### config.mk
export PLATFORM = sky130hd
export DESIGN_NAME = vend_controller_flat
export DESIGN_NICKNAME = d
export VERILOG_FILES = /design/src/rtl/vend_pkg.sv /design/src/rtl/vend_if.sv /design/src/rtl/vend_timer.sv /design/src/rtl/vend_controller.sv /design/src/flat_wrapper.sv
export SDC_FILE = /design/constraint.sdc
export NUM_CORES = 1
export LEC_CHECK = 0
export CAP_MARGIN = 5
export CORE_AREA = 3 3 149 79
export DETAILED_ROUTE_END_ITERATION = 12
export DIE_AREA = 0 0 152 82
export GPL_ROUTABILITY_DRIVEN = 0
export MAX_ROUTING_LAYER = met4
export PLACE_DENSITY = 0.8
export SLEW_MARGIN = 40
export SYNTH_ARGS = -nofsm -noshare
export SYNTH_HDL_FRONTEND = slang
export SYNTH_SLANG_ARGS = --single-unit
### constraint.sdc
create_clock -name sys_clk -period 3.5 [get_ports sys_clk]
set_input_delay 0.525 -clock sys_clk [delete_from_list [all_inputs] [get_ports sys_clk]]
set_output_delay 0.525 -clock sys_clk [all_outputs]
set_load 0.02 [all_outputs]
### src/rtl/vend_pkg.sv
// Shared types and constants for the vending controller: one-hot states,
// coin values, goods limits and the unit price helper.
package vend_pkg;

  typedef enum logic [5:0] {
    ST_IDLE    = 6'b000001,
    ST_SELECT  = 6'b000010,
    ST_CONFIRM = 6'b000100,
    ST_PAY     = 6'b001000,
    ST_DONE    = 6'b010000,
    ST_REFUND  = 6'b100000
  } state_e;

  localparam logic [7:0] COIN_1_VAL  = 8'd1;
  localparam logic [7:0] COIN_5_VAL  = 8'd5;
  localparam logic [7:0] COIN_10_VAL = 8'd10;

  localparam logic [2:0] GOODS_MIN = 3'd1;
  localparam logic [2:0] GOODS_MAX = 3'd4;
  localparam logic [1:0] NUM_MIN   = 2'd1;
  localparam logic [1:0] NUM_MAX   = 2'd3;

  function automatic logic [3:0] price(input logic [2:0] high, input logic [2:0] low);
    return {1'b0, high} + {1'b0, low};
  endfunction

  function automatic logic sel_valid(input logic [2:0] high, input logic [2:0] low,
                                     input logic [1:0] num);
    return (high >= GOODS_MIN) && (high <= GOODS_MAX) &&
           (low >= GOODS_MIN) && (low <= GOODS_MAX) &&
           (num >= NUM_MIN) && (num <= NUM_MAX);
  endfunction

endpackage

### src/rtl/vend_if.sv
// Key/coin/switch inputs and display-side outputs of the vending controller.
interface vend_if;
  logic       key_confirm;
  logic       key_cancel;
  logic       coin_1;
  logic       coin_5;
  logic       coin_10;
  logic [2:0] sw_goods_high;
  logic [2:0] sw_goods_low;
  logic [1:0] sw_goods_num;
  logic [5:0] state;
  logic [2:0] goods_high;
  logic [2:0] goods_low;
  logic [1:0] goods_num;
  logic [6:0] need_money;
  logic [7:0] input_money;
  logic [7:0] change_money;

  modport master (
    output key_confirm, key_cancel, coin_1, coin_5, coin_10,
           sw_goods_high, sw_goods_low, sw_goods_num,
    input  state, goods_high, goods_low, goods_num,
           need_money, input_money, change_money
  );

  modport slave (
    input  key_confirm, key_cancel, coin_1, coin_5, coin_10,
           sw_goods_high, sw_goods_low, sw_goods_num,
    output state, goods_high, goods_low, goods_num,
           need_money, input_money, change_money
  );
endinterface

### src/rtl/vend_timer.sv
// 32-bit loadable down-counter; expired_o flags the cycle whose edge brings it
// to zero, so expiry lands exactly load_value edges after the load edge.
module vend_timer (
  input  logic        clk_i,
  input  logic        rst_i,
  input  logic        load_i,
  input  logic [31:0] load_value_i,
  output logic        expired_o
);

  logic [31:0] cnt_q;
  logic [31:0] cnt_d;

  // Next count: reload wins, otherwise count down and park at zero.
  always_comb begin
    cnt_d = cnt_q;
    if (load_i) begin
      cnt_d = load_value_i;
    end else if (cnt_q != 32'd0) begin
      cnt_d = cnt_q - 32'd1;
    end else begin
      cnt_d = 32'd0;
    end
  end

  // Counter register.
  always_ff @(posedge clk_i) begin
    if (rst_i) begin
      cnt_q <= 32'd0;
    end else begin
      cnt_q <= cnt_d;
    end
  end

  assign expired_o = (cnt_q == 32'd1) && !load_i;

endmodule

### src/rtl/vend_controller.sv
// Vending state machine: goods selection, payment with timeout, and a held
// DONE/REFUND result; every display output comes straight from a flop.
module vend_controller
  import vend_pkg::*;
#(
  parameter logic [31:0] TIMEOUT_CYCLES = 32'd2_000_000_000,
  parameter logic [31:0] HOLD_CYCLES    = 32'd300_000_000
) (
  input logic   sys_clk,
  input logic   sys_rst,
  vend_if.slave bus
);

  state_e     state_q, state_d;
  logic [2:0] high_q, high_d, low_q, low_d;
  logic [1:0] num_q, num_d;
  logic [6:0] need_q, need_d;
  logic [7:0] in_q, in_d, chg_q, chg_d;

  logic       load_to_s, load_hold_s, to_expired_s, hold_expired_s;
  logic       coin_any_s;
  logic [7:0] sum_s;

  assign coin_any_s = bus.coin_1 || bus.coin_5 || bus.coin_10;
  assign sum_s = in_q + (bus.coin_1  ? COIN_1_VAL  : 8'd0)
                      + (bus.coin_5  ? COIN_5_VAL  : 8'd0)
                      + (bus.coin_10 ? COIN_10_VAL : 8'd0);

  // Next-state and next-output logic.
  always_comb begin
    state_d     = state_q;
    high_d      = high_q;
    low_d       = low_q;
    num_d       = num_q;
    need_d      = need_q;
    in_d        = in_q;
    chg_d       = chg_q;
    load_to_s   = 1'b0;
    load_hold_s = 1'b0;
    case (state_q)
      ST_IDLE: begin
        if (bus.key_confirm) state_d = ST_SELECT;
        else                 state_d = ST_IDLE;
      end
      ST_SELECT: begin
        if (bus.key_cancel) begin
          state_d = ST_IDLE;
          high_d  = 3'd0;
          low_d   = 3'd0;
          num_d   = 2'd0;
        end else begin
          high_d = bus.sw_goods_high;
          low_d  = bus.sw_goods_low;
          num_d  = bus.sw_goods_num;
          if (bus.key_confirm &&
              sel_valid(bus.sw_goods_high, bus.sw_goods_low, bus.sw_goods_num))
            state_d = ST_CONFIRM;
          else
            state_d = ST_SELECT;
        end
      end
      ST_CONFIRM: begin
        if (bus.key_cancel) begin
          state_d = ST_SELECT;
        end else if (bus.key_confirm) begin
          state_d   = ST_PAY;
          need_d    = {3'd0, price(high_q, low_q)} * {5'd0, num_q};
          load_to_s = 1'b1;
        end else begin
          state_d = ST_CONFIRM;
        end
      end
      ST_PAY: begin
        // Cancel outranks a completing coin; a coin outranks a same-cycle timeout.
        if (bus.key_cancel) begin
          state_d     = ST_REFUND;
          in_d        = sum_s;
          chg_d       = sum_s;
          load_hold_s = 1'b1;
        end else if (sum_s >= {1'b0, need_q}) begin
          state_d     = ST_DONE;
          in_d        = sum_s;
          chg_d       = sum_s - {1'b0, need_q};
          load_hold_s = 1'b1;
        end else if (coin_any_s) begin
          in_d      = sum_s;
          load_to_s = 1'b1;
        end else if (to_expired_s) begin
          state_d     = ST_REFUND;
          chg_d       = in_q;
          load_hold_s = 1'b1;
        end else begin
          state_d = ST_PAY;
        end
      end
      ST_DONE, ST_REFUND: begin
        if (hold_expired_s) begin
          state_d = ST_IDLE;
          high_d  = 3'd0;
          low_d   = 3'd0;
          num_d   = 2'd0;
          need_d  = 7'd0;
          in_d    = 8'd0;
          chg_d   = 8'd0;
        end else begin
          state_d = state_q;
        end
      end
      default: begin
        state_d = ST_IDLE;
        high_d  = 3'd0;
        low_d   = 3'd0;
        num_d   = 2'd0;
        need_d  = 7'd0;
        in_d    = 8'd0;
        chg_d   = 8'd0;
      end
    endcase
  end

  // State and output registers.
  always_ff @(posedge sys_clk) begin
    if (sys_rst) begin
      state_q <= ST_IDLE;
      high_q  <= 3'd0;
      low_q   <= 3'd0;
      num_q   <= 2'd0;
      need_q  <= 7'd0;
      in_q    <= 8'd0;
      chg_q   <= 8'd0;
    end else begin
      state_q <= state_d;
      high_q  <= high_d;
      low_q   <= low_d;
      num_q   <= num_d;
      need_q  <= need_d;
      in_q    <= in_d;
      chg_q   <= chg_d;
    end
  end

  vend_timer u_timeout (
    .clk_i        (sys_clk),
    .rst_i        (sys_rst),
    .load_i       (load_to_s),
    .load_value_i (TIMEOUT_CYCLES),
    .expired_o    (to_expired_s)
  );

  vend_timer u_hold (
    .clk_i        (sys_clk),
    .rst_i        (sys_rst),
    .load_i       (load_hold_s),
    .load_value_i (HOLD_CYCLES),
    .expired_o    (hold_expired_s)
  );

  assign bus.state        = state_q;
  assign bus.goods_high   = high_q;
  assign bus.goods_low    = low_q;
  assign bus.goods_num    = num_q;
  assign bus.need_money   = need_q;
  assign bus.input_money  = in_q;
  assign bus.change_money = chg_q;

endmodule

### src/flat_wrapper.sv
// flat-port wrapper written by rule: the top's interface ports become plain ports
module vend_controller_flat import vend_pkg::*;
#(
  parameter logic [31:0] TIMEOUT_CYCLES = 32'd2_000_000_000,
  parameter logic [31:0] HOLD_CYCLES    = 32'd300_000_000
)
  (sys_clk, sys_rst, bus_key_confirm, bus_key_cancel, bus_coin_1, bus_coin_5, bus_coin_10, bus_sw_goods_high, bus_sw_goods_low, bus_sw_goods_num, bus_state, bus_goods_high, bus_goods_low, bus_goods_num, bus_need_money, bus_input_money, bus_change_money);
  vend_if bus_i ();
  input logic sys_clk;
  input logic sys_rst;
  input wire logic [$bits(bus_i.key_confirm)-1:0] bus_key_confirm;
  input wire logic [$bits(bus_i.key_cancel)-1:0] bus_key_cancel;
  input wire logic [$bits(bus_i.coin_1)-1:0] bus_coin_1;
  input wire logic [$bits(bus_i.coin_5)-1:0] bus_coin_5;
  input wire logic [$bits(bus_i.coin_10)-1:0] bus_coin_10;
  input wire logic [$bits(bus_i.sw_goods_high)-1:0] bus_sw_goods_high;
  input wire logic [$bits(bus_i.sw_goods_low)-1:0] bus_sw_goods_low;
  input wire logic [$bits(bus_i.sw_goods_num)-1:0] bus_sw_goods_num;
  output wire logic [$bits(bus_i.state)-1:0] bus_state;
  output wire logic [$bits(bus_i.goods_high)-1:0] bus_goods_high;
  output wire logic [$bits(bus_i.goods_low)-1:0] bus_goods_low;
  output wire logic [$bits(bus_i.goods_num)-1:0] bus_goods_num;
  output wire logic [$bits(bus_i.need_money)-1:0] bus_need_money;
  output wire logic [$bits(bus_i.input_money)-1:0] bus_input_money;
  output wire logic [$bits(bus_i.change_money)-1:0] bus_change_money;
  assign bus_i.key_confirm = bus_key_confirm;
  assign bus_i.key_cancel = bus_key_cancel;
  assign bus_i.coin_1 = bus_coin_1;
  assign bus_i.coin_5 = bus_coin_5;
  assign bus_i.coin_10 = bus_coin_10;
  assign bus_i.sw_goods_high = bus_sw_goods_high;
  assign bus_i.sw_goods_low = bus_sw_goods_low;
  assign bus_i.sw_goods_num = bus_sw_goods_num;
  assign bus_state = bus_i.state;
  assign bus_goods_high = bus_i.goods_high;
  assign bus_goods_low = bus_i.goods_low;
  assign bus_goods_num = bus_i.goods_num;
  assign bus_need_money = bus_i.need_money;
  assign bus_input_money = bus_i.input_money;
  assign bus_change_money = bus_i.change_money;
  vend_controller #(.TIMEOUT_CYCLES(TIMEOUT_CYCLES), .HOLD_CYCLES(HOLD_CYCLES)) u_core (.sys_clk(sys_clk), .sys_rst(sys_rst), .bus(bus_i));
endmodule
# Word-level counts from Yosys, hierarchy flattened
# Index checks and enable logic that the tools add are counted.
[word_totals]
input_bits = 15
ff_bits = 101
output_inout_bits = 37
wordCells = 121
[classes]
n_mul = 1
n_lt_le_gt_ge = 7
n_addsub = 7
bitwise = 5
eq_ne = 14
reduce_logical = 25
muxes = 51
[op_table]
columns = ["operator", "n"]
rows = [
  ["32-bit by 1-bit equality test with 1-bit output, second input constant", 2],
  ["8-bit two-way mux", 8],
  ["32-bit nonzero test", 2],
  ["32-bit by 1-bit subtractor with 32-bit output, second input constant", 2],
  ["31-bit two-way mux", 2],
  ["29-bit two-way mux", 2],
  ["8-bit case mux with 3 select lines", 2],
  ["6-bit two-way mux", 7],
  ["6-bit case mux with 5 select lines", 1],
  ["8-bit adder", 3],
  ["7-bit two-way mux", 3],
  ["7-bit case mux with 3 select lines", 1],
  ["3-bit case mux with 3 select lines", 2],
  ["3-bit two-way mux", 5],
  ["3-bit OR reduction", 5],
  ["1-bit two-way mux", 11],
  ["8-bit by 7-bit greater-or-equal comparator with 1-bit output", 1],
  ["1-bit logical AND", 8],
  ["4-bit two-way mux", 2],
  ["4-bit by 2-bit != test with 1-bit output, second input constant", 2],
  ["4-bit AND reduction", 2],
  ["8-bit by 7-bit subtractor with 8-bit output", 1],
  ["6-bit by 1-bit equality test with 1-bit output, second input constant", 1],
  ["6-bit by 2-bit equality test with 1-bit output, second input constant", 1],
  ["22 further kinds", 34],
]

# Logic depth before layout (Yosys ltp)
[logic_depth]
word_depth = 19
mapped_depth = 15
ltp_nobuf = 14

# By module
# Synthesis repeated with hierarchy kept, for this count alone.
[unflattened]
cells_unflattened = 747
area_unflattened_um2 = 6357.3
[by_module_without_submodules]
columns = ["mod", "n_inst", "cells_each", "area_per_inst_um2", "seq_area_each_um2"]
rows = [
  ["vend_controller", 1, 340, 2771.4, 720.7],
  ["vend_timer at u_core.u_hold", 1, 207, 1845.5, 640.6],
  ["vend_timer at u_core.u_timeout", 1, 200, 1740.4, 640.6],
]

# Worst setup path before layout
# Ideal clock, no wire load.
[synth_path]
path_kind = "input to register"
start = "in bus_coin_5"
end = "reg u_core.in_q[6], in the netlist u_core.bus.input_money[6]"
t_arrival_ns = 3.369
t_required_ns = 3.409
slack_ns = 0.040
n_path_buf = 1
setup_ns = 0.091
stages = 14
cell_sequence = "fa_1 -> inv_1 -> fa_1 -> nand2b_1 -> nand2b_1 -> a21oi_1 -> xnor2_1 -> ha_1 -> o21ai_0 -> a31oi_1 -> nor3_1 -> clkbuf_1 -> a31oi_1 -> a311oi_1"
[synth_between]
elab_chain_len = 18
elab_cells_between_ends = 26
cone_classes = "2 x add/sub; 1 x order compare; 2 x eq/ne; 14 x mux; 7 x reduce/logical"
[synth_lines]
columns = ["item", "line", "text"]
rows = [
  ["start: declaration", "flat_wrapper.sv:14", "input wire logic [$bits(bus_i.coin_5)-1:0] bus_coin_5;"],
  ["3-bit two-way mux", "vend_controller.sv:26", "+ (bus.coin_5 ? COIN_5_VAL : 8'd0)"],
  ["8-bit adder", "vend_controller.sv:26", ""],
  ["8-bit adder", "vend_controller.sv:27", "+ (bus.coin_10 ? COIN_10_VAL : 8'd0);"],
  ["8-bit by 7-bit greater-or-equal comparator with 1-bit output", "vend_controller.sv:80", "end else if (sum_s >= {1'b0, need_q}) begin"],
  ["1-bit two-way mux", "vend_controller.sv:80", ""],
  ["1-bit two-way mux", "vend_controller.sv:75", "if (bus.key_cancel) begin"],
  ["1-bit case mux with 2 select lines", "vend_controller.sv:40", "case (state_q)"],
  ["1-bit zero test", "vend_timer.sv:35", "assign expired_o = (cnt_q == 32'd1) && !load_i;"],
  ["(+2 left out)", "n/a", ""],
  ["1-bit two-way mux", "vend_controller.sv:85", "end else if (coin_any_s) begin"],
  ["1-bit two-way mux", "vend_controller.sv:80", ""],
  ["1-bit two-way mux", "vend_controller.sv:75", ""],
  ["1-bit two-way mux", "vend_controller.sv:40", ""],
  ["1-bit zero test", "vend_timer.sv:35", ""],
  ["1-bit logical AND", "vend_timer.sv:35", ""],
  ["2-bit by 1-bit != test with 1-bit output (no source line)", "n/a", ""],
  ["3-bit AND reduction (no source line)", "n/a", ""],
  ["end signal: assignment", "vend_controller.sv:137", "in_q <= in_d;"],
  ["end: declaration", "vend_controller.sv:18", "logic [7:0] in_q, in_d, chg_q, chg_d;"],
]
# Parallel ways exist; a longest one is shown, timed or not. The select of a mux whose other input is x is not followed.
# A chain may end at the register's enable or synchronous reset.

# Worst setup path after layout
[layout_path]
start = "in bus_coin_1"
end = "reg u_core.in_q[4], in the netlist u_core.bus.input_money[4]"
[layout_between]
elab_chain_len = 19
elab_cells_between_ends = 27
cone_classes = "3 x add/sub; 1 x order compare; 2 x eq/ne; 14 x mux; 7 x reduce/logical"
[layout_lines]
columns = ["item", "line", "text"]
rows = [
  ["start: declaration", "flat_wrapper.sv:13", "input wire logic [$bits(bus_i.coin_1)-1:0] bus_coin_1;"],
  ["1-bit two-way mux", "vend_controller.sv:25", "assign sum_s = in_q + (bus.coin_1 ? COIN_1_VAL : 8'd0)"],
  ["8-bit adder", "vend_controller.sv:25", ""],
  ["8-bit adder", "vend_controller.sv:26", ""],
  ["8-bit adder", "vend_controller.sv:27", ""],
  ["8-bit by 7-bit greater-or-equal comparator with 1-bit output", "vend_controller.sv:80", ""],
  ["1-bit two-way mux", "vend_controller.sv:80", ""],
  ["1-bit two-way mux", "vend_controller.sv:75", ""],
  ["1-bit case mux with 2 select lines", "vend_controller.sv:40", ""],
  ["(+3 left out)", "n/a", ""],
  ["1-bit two-way mux", "vend_controller.sv:85", ""],
  ["1-bit two-way mux", "vend_controller.sv:80", ""],
  ["1-bit two-way mux", "vend_controller.sv:75", ""],
  ["1-bit two-way mux", "vend_controller.sv:40", ""],
  ["1-bit zero test", "vend_timer.sv:35", ""],
  ["1-bit logical AND", "vend_timer.sv:35", ""],
  ["2-bit by 1-bit != test with 1-bit output (no source line)", "n/a", ""],
  ["3-bit AND reduction (no source line)", "n/a", ""],
]
# Parallel ways exist; a longest one is shown, timed or not. The select of a mux whose other input is x is not followed.

==> results.txt <==
The routed wire length per instance is 17.3 um. The tightest min-delay check is of the reg -> reg type. The slowest stage of the critical path is the sky130_fd_sc_hd__or4_1 cell. The post-route fraction of the period consumed by the critical path is 0.984.

Summing all non-filler instances in the final layout gives an area of 0.00706 mm2. The largest voltage drop on the vdd net is 528 uV. The overflow left after global routing came out at 0. In this run the critical register-to-register path is captured at u_core.bus.input_money[4]. The run finished with clean final reports. At the later pin of the worst-skew pair, clock insertion delay measures 350 ps. The post-detailed-routing wire length came out at 15900 um.

The highest fanout seen on the critical path is 4. Of the total power, the clock network draws 0.214. The number of cells on the worst reg-to-reg path is 15.

The max-slew violation count came out at 0. For this run, asynchronously set or reset flops after synthesis account for 0. The first routing iteration left 470 violations. The number of hold buffers added after CTS came out at 0. When the netlist entered floorplanning its net count stood at 702.

The post-detailed-placement cell area is 0.00649 mm2. For this run, the share of the core covered by cells in the final layout is 0.661. The core area is 0.0107 mm2. Among cell families on the critical path, the largest total delay comes from adder cells. In this run the most critical hold path is launched from u_core.bus.need_money[4]. The area added between synthesis and finish came out at 29.4%. The root buffer cell chosen for the clock tree is sky130_fd_sc_hd__clkbuf_16.

Clock tree synthesis inserted a total of 9 buffers. The register-to-register setup slack came out at 110 ps. After synthesis, the netlist uses 63 different library cells. The most frequent cell on the critical path is sky130_fd_sc_hd__buf_4. No sink is reached through more buffers than the 2 on the longest clock path. The CTS clock-pin slew for the worst setup and hold paths is 70 ps. The synthesis-stage register bit count came out at 100.

The end point of the most critical hold path is u_core.bus.need_money[4]. STA classifies the critical path startpoint as an input port. The number of standard cells after synthesis came out at 662. The switching part of the total power came out at 0.398. During synthesis, Yosys emitted a total of 0 warnings. The combined area of all synthesized cells came out at 0.00546 mm2.

The number of enable flip-flop cells after synthesis came out at 0. For this configuration, the core starts out at a cell density of 0.511. The required arrival time at the worst endpoint is 3770 ps. The all-layer global routing usage came out at 0.262. For the pin with the worst max-slew slack, the measured transition is 711 ps. The total of max-cap violations is 0. The headroom to the max-slew limit is 0.522. The kind of critical path is in -> reg. The per-instance average area after synthesis came out at 8.24 um2.

The share of the Yosys chip area taken by registers is 0.367. The CTS tree is yes. The worst path needs 3440 ps of the cycle, external delays included.

The proportion of power drawn by combinational gates is 0.450. The maximum number of pins on one net before global-route repair came out at 32. The worst hold path stage count is 2.

The fmax is 290 MHz. The largest stage delay on the critical path came out at 400 ps. Setup repair after global routing could not meet its margin everywhere. The x dimension of the die came out at 152 um. The fraction of final layout cells with drive strength greater than 1 is 0.172. The antenna diode instance count came out at 0. The via count of the first global-routing pass came out at 5225. The HPWL after detailed placement came out at 11500 um.

The number of endpoints with negative hold slack in the final report came out at 0. The kind of end point of the critical path is a register. The final clock skew came out at 11.2 ps. The share of total power in sequential cells came out at 0.336. The number of nets in the layout is 810. The net switching component of the power is 2.03 mW. The number of I/O pins is 52. The total of buffers placed on input and output ports came out at 50. The total clock sinks is 100. The startpoint identified for the worst register-to-register timing path is u_core.bus.input_money[0]. The number of iterations in the first detailed-routing pass is 5. The count of H-tree levels built during CTS came out at 3. The internal power component came out at 3.06 mW.

The initial antenna violation count came out at 0. For this run, the leading register cell type out of synthesis is sky130_fd_sc_hd__dfxtp_1. Setup violations remaining at the end of the flow were counted as 0. In this run the vertical extent of the chip is 82 um.

After detailed routing, the number of vias per cell comes to 5.87. The total DRC errors in the routed layout is 0. Once detail routing completed, the nets flagged for antenna violations numbered 0.

The static leakage power is 2.84 nW. The signal on the critical path passes through dlygate4sd2_1 > fa_2 > inv_2 > fa_2 > buf_4 > xor2_2 > inv_2 > ha_4 > buf_4 > nand4_1 > a31oi_4 > nor3_2 > buf_4 > a31o_2 > or4_1 > a21oi_1. The first-pass GRT wire length is 25700 um.

The power per cell area came out at 721 mW/mm2. For the worst setup path, the data arrival time is 3710 ps. In this run the core area contains 27 standard-cell rows. The via total after detailed routing came out at 5396. The die covers 0.0125 mm2. The number of buffers and inverters on the critical path is 6.
==> registers in the layout, summed over array words and instances, names as in the netlist <==
signal                   cells
u_core.bus.change_money      8
u_core.bus.goods_high        3
u_core.bus.goods_low         3
u_core.bus.goods_num         2
u_core.bus.input_money       8
u_core.bus.need_money        6
u_core.bus.state             6
u_core.u_hold.cnt_q         32
u_core.u_timeout.cnt_q      32
==> cells in the final DEF, fill, tap and decap left out, types with 4 or more instances in the layout <==
cell type / count
sky130_fd_sc_hd__o31ai_1: 5
sky130_fd_sc_hd__nor2_2: 6
sky130_fd_sc_hd__ha_1: 18
sky130_fd_sc_hd__o21ai_0: 30
sky130_fd_sc_hd__a22oi_1: 11
sky130_fd_sc_hd__nand3_1: 13
sky130_fd_sc_hd__nand2b_1: 11
sky130_fd_sc_hd__clkbuf_16: 9
sky130_fd_sc_hd__nor3b_1: 5
sky130_fd_sc_hd__a31oi_1: 4
sky130_fd_sc_hd__nand2_1: 55
sky130_fd_sc_hd__nor2b_1: 14
sky130_fd_sc_hd__a21o_1: 7
sky130_fd_sc_hd__a21oi_1: 39
sky130_fd_sc_hd__dfxtp_1: 100
sky130_fd_sc_hd__or3_1: 18
sky130_fd_sc_hd__nor3_1: 24
sky130_fd_sc_hd__clkdlybuf4s50_1: 47
sky130_fd_sc_hd__xor2_1: 18
sky130_fd_sc_hd__buf_4: 67
sky130_fd_sc_hd__inv_1: 19
sky130_fd_sc_hd__nor2_1: 86
sky130_fd_sc_hd__nor4_1: 15
sky130_fd_sc_hd__or4_1: 12
sky130_fd_sc_hd__and2_1: 8
sky130_fd_sc_hd__xnor2_1: 40
==> what timing repair did <==
action | in CTS | in global routing
setup buffers | 9 | 2
endpoints found under the setup margin | 85 | 85
pin swaps | 5 | 9
gates resized for setup | 23 | 20
cloned | 0 | 0
==> metal layers <==
| layer | wire [um] | track usage | up-vias |
|---|---|---|---|
| li1 | - | - | 2543 |
| met1 | 7210 | 0.338 | 2525 |
| met2 | 6820 | 0.411 | 295 |
| met3 | 1630 | 0.0816 | 33 |
| met4 | 259 | 0.0583 | 0 |
| met5 | 0 | - | - |
==> cells in the mapped netlist (all sizes together) (8+ instances only) <==
| cell | count | area, um2 |
|---|---|---|
| nor3 | 27 | 151 |
| a22oi | 11 | 82.6 |
| nand2 | 57 | 216 |
| nor4 | 15 | 93.8 |
| nor2b | 14 | 87.6 |
| or3 | 20 | 130 |
| o21ai | 35 | 179 |
| clkbuf | 17 | 65.1 |
| nand3 | 13 | 65.1 |
| o31ai | 9 | 77.6 |
| inv | 21 | 78.8 |
| dfxtp | 100 | 2000 |
| xor2 | 19 | 166 |
| a21oi | 40 | 200 |
| ha | 20 | 250 |
| or4 | 15 | 124 |
| and2 | 8 | 50.1 |
| nor2 | 93 | 352 |
| nand2b | 13 | 96.4 |
| xnor2 | 42 | 368 |
==> worst max-delay path by stage <==
| stage | startpoint | end | slack (ps) | cells past startpoint |
|---|---|---|---|---|
| CTS | bus_coin_10 | u_core.u_timeout.cnt_q[29] | 20 | 16 |
| global placement | bus_coin_5 | u_core.u_hold.cnt_q[3] | -530 | 15 |
| floorplan | bus_coin_5 | u_core.bus.input_money[6] | 40 | 14 |
| global route | bus_coin_1 | u_core.u_hold.cnt_q[11] | -70 | 17 |
| detailed placement | bus_coin_5 | u_core.u_timeout.cnt_q[29] | -650 | 17 |
| finish | bus_coin_1 | u_core.bus.input_money[4] | 60 | 16 |
==> through the flow <==
| step | std cells | TNS [ps] | power [mW] | hold WS [ps] | setup WS (ps) |
|---|---|---|---|---|---|
| global placement | 893 | -33740 | 3.75 | 437 | -529 |
| global route | 920 | -1270 | 5.43 | 479 | -70.2 |
| detailed placement | 893 | -46640 | 3.89 | 456 | -647 |
| floorplan | 662 | 0 | 3.35 | 430 | 39.9 |
| finish | 920 | 0 | 5.09 | 467 | 56.0 |
| CTS | 918 | 0 | 5.03 | 466 | 15.5 |
==> tightest hold or removal path, stage by stage, from the launching register on <==
cell and delay [ps]:
sky130_fd_sc_hd__dfxtp_1 320, sky130_fd_sc_hd__nand2_1 50, sky130_fd_sc_hd__a21oi_1 50
==> logic make-up after synthesis <==
logic type / count (synthesis) / synth area share
XOR/XNOR: 61 / 0.0979
AND/OR/NAND/NOR: 291 / 0.272
adder cells (fa/ha/maj): 25 / 0.0642
other: 1 / 0.000687
multiplexers: 2 / 0.00367
AO/OA/AOI/OAI: 137 / 0.160
flip-flops: 100 / 0.367
buffers and inverters: 45 / 0.0344
==> area by class of cell <==
cell class                      count  area [um2]
Multi-Input combinational cell    517        3410
Tap cell                          145         181
Timing Repair Buffer              121        1060
Clock inverter                      6        95.1
Fill cell                         800        3620
Inverter                           21        78.8
Clock buffer                       10         229
Sequential cell                   100        2000
==> power groups by stage <==
| stage | combinational [mW] | sequential [mW] | clock [mW] |
|---|---|---|---|
| final | 2.29 | 1.71 | 1.09 |
| after global routing | 2.54 | 1.75 | 1.14 |
| after CTS | 2.23 | 1.70 | 1.10 |
| after detailed placement | 2.17 | 1.72 | 0 |
| after global placement | 2.06 | 1.69 | 0 |
| after floorplan | 1.69 | 1.66 | 0 |
No activity file was read; power rests on OpenSTA's default activity.
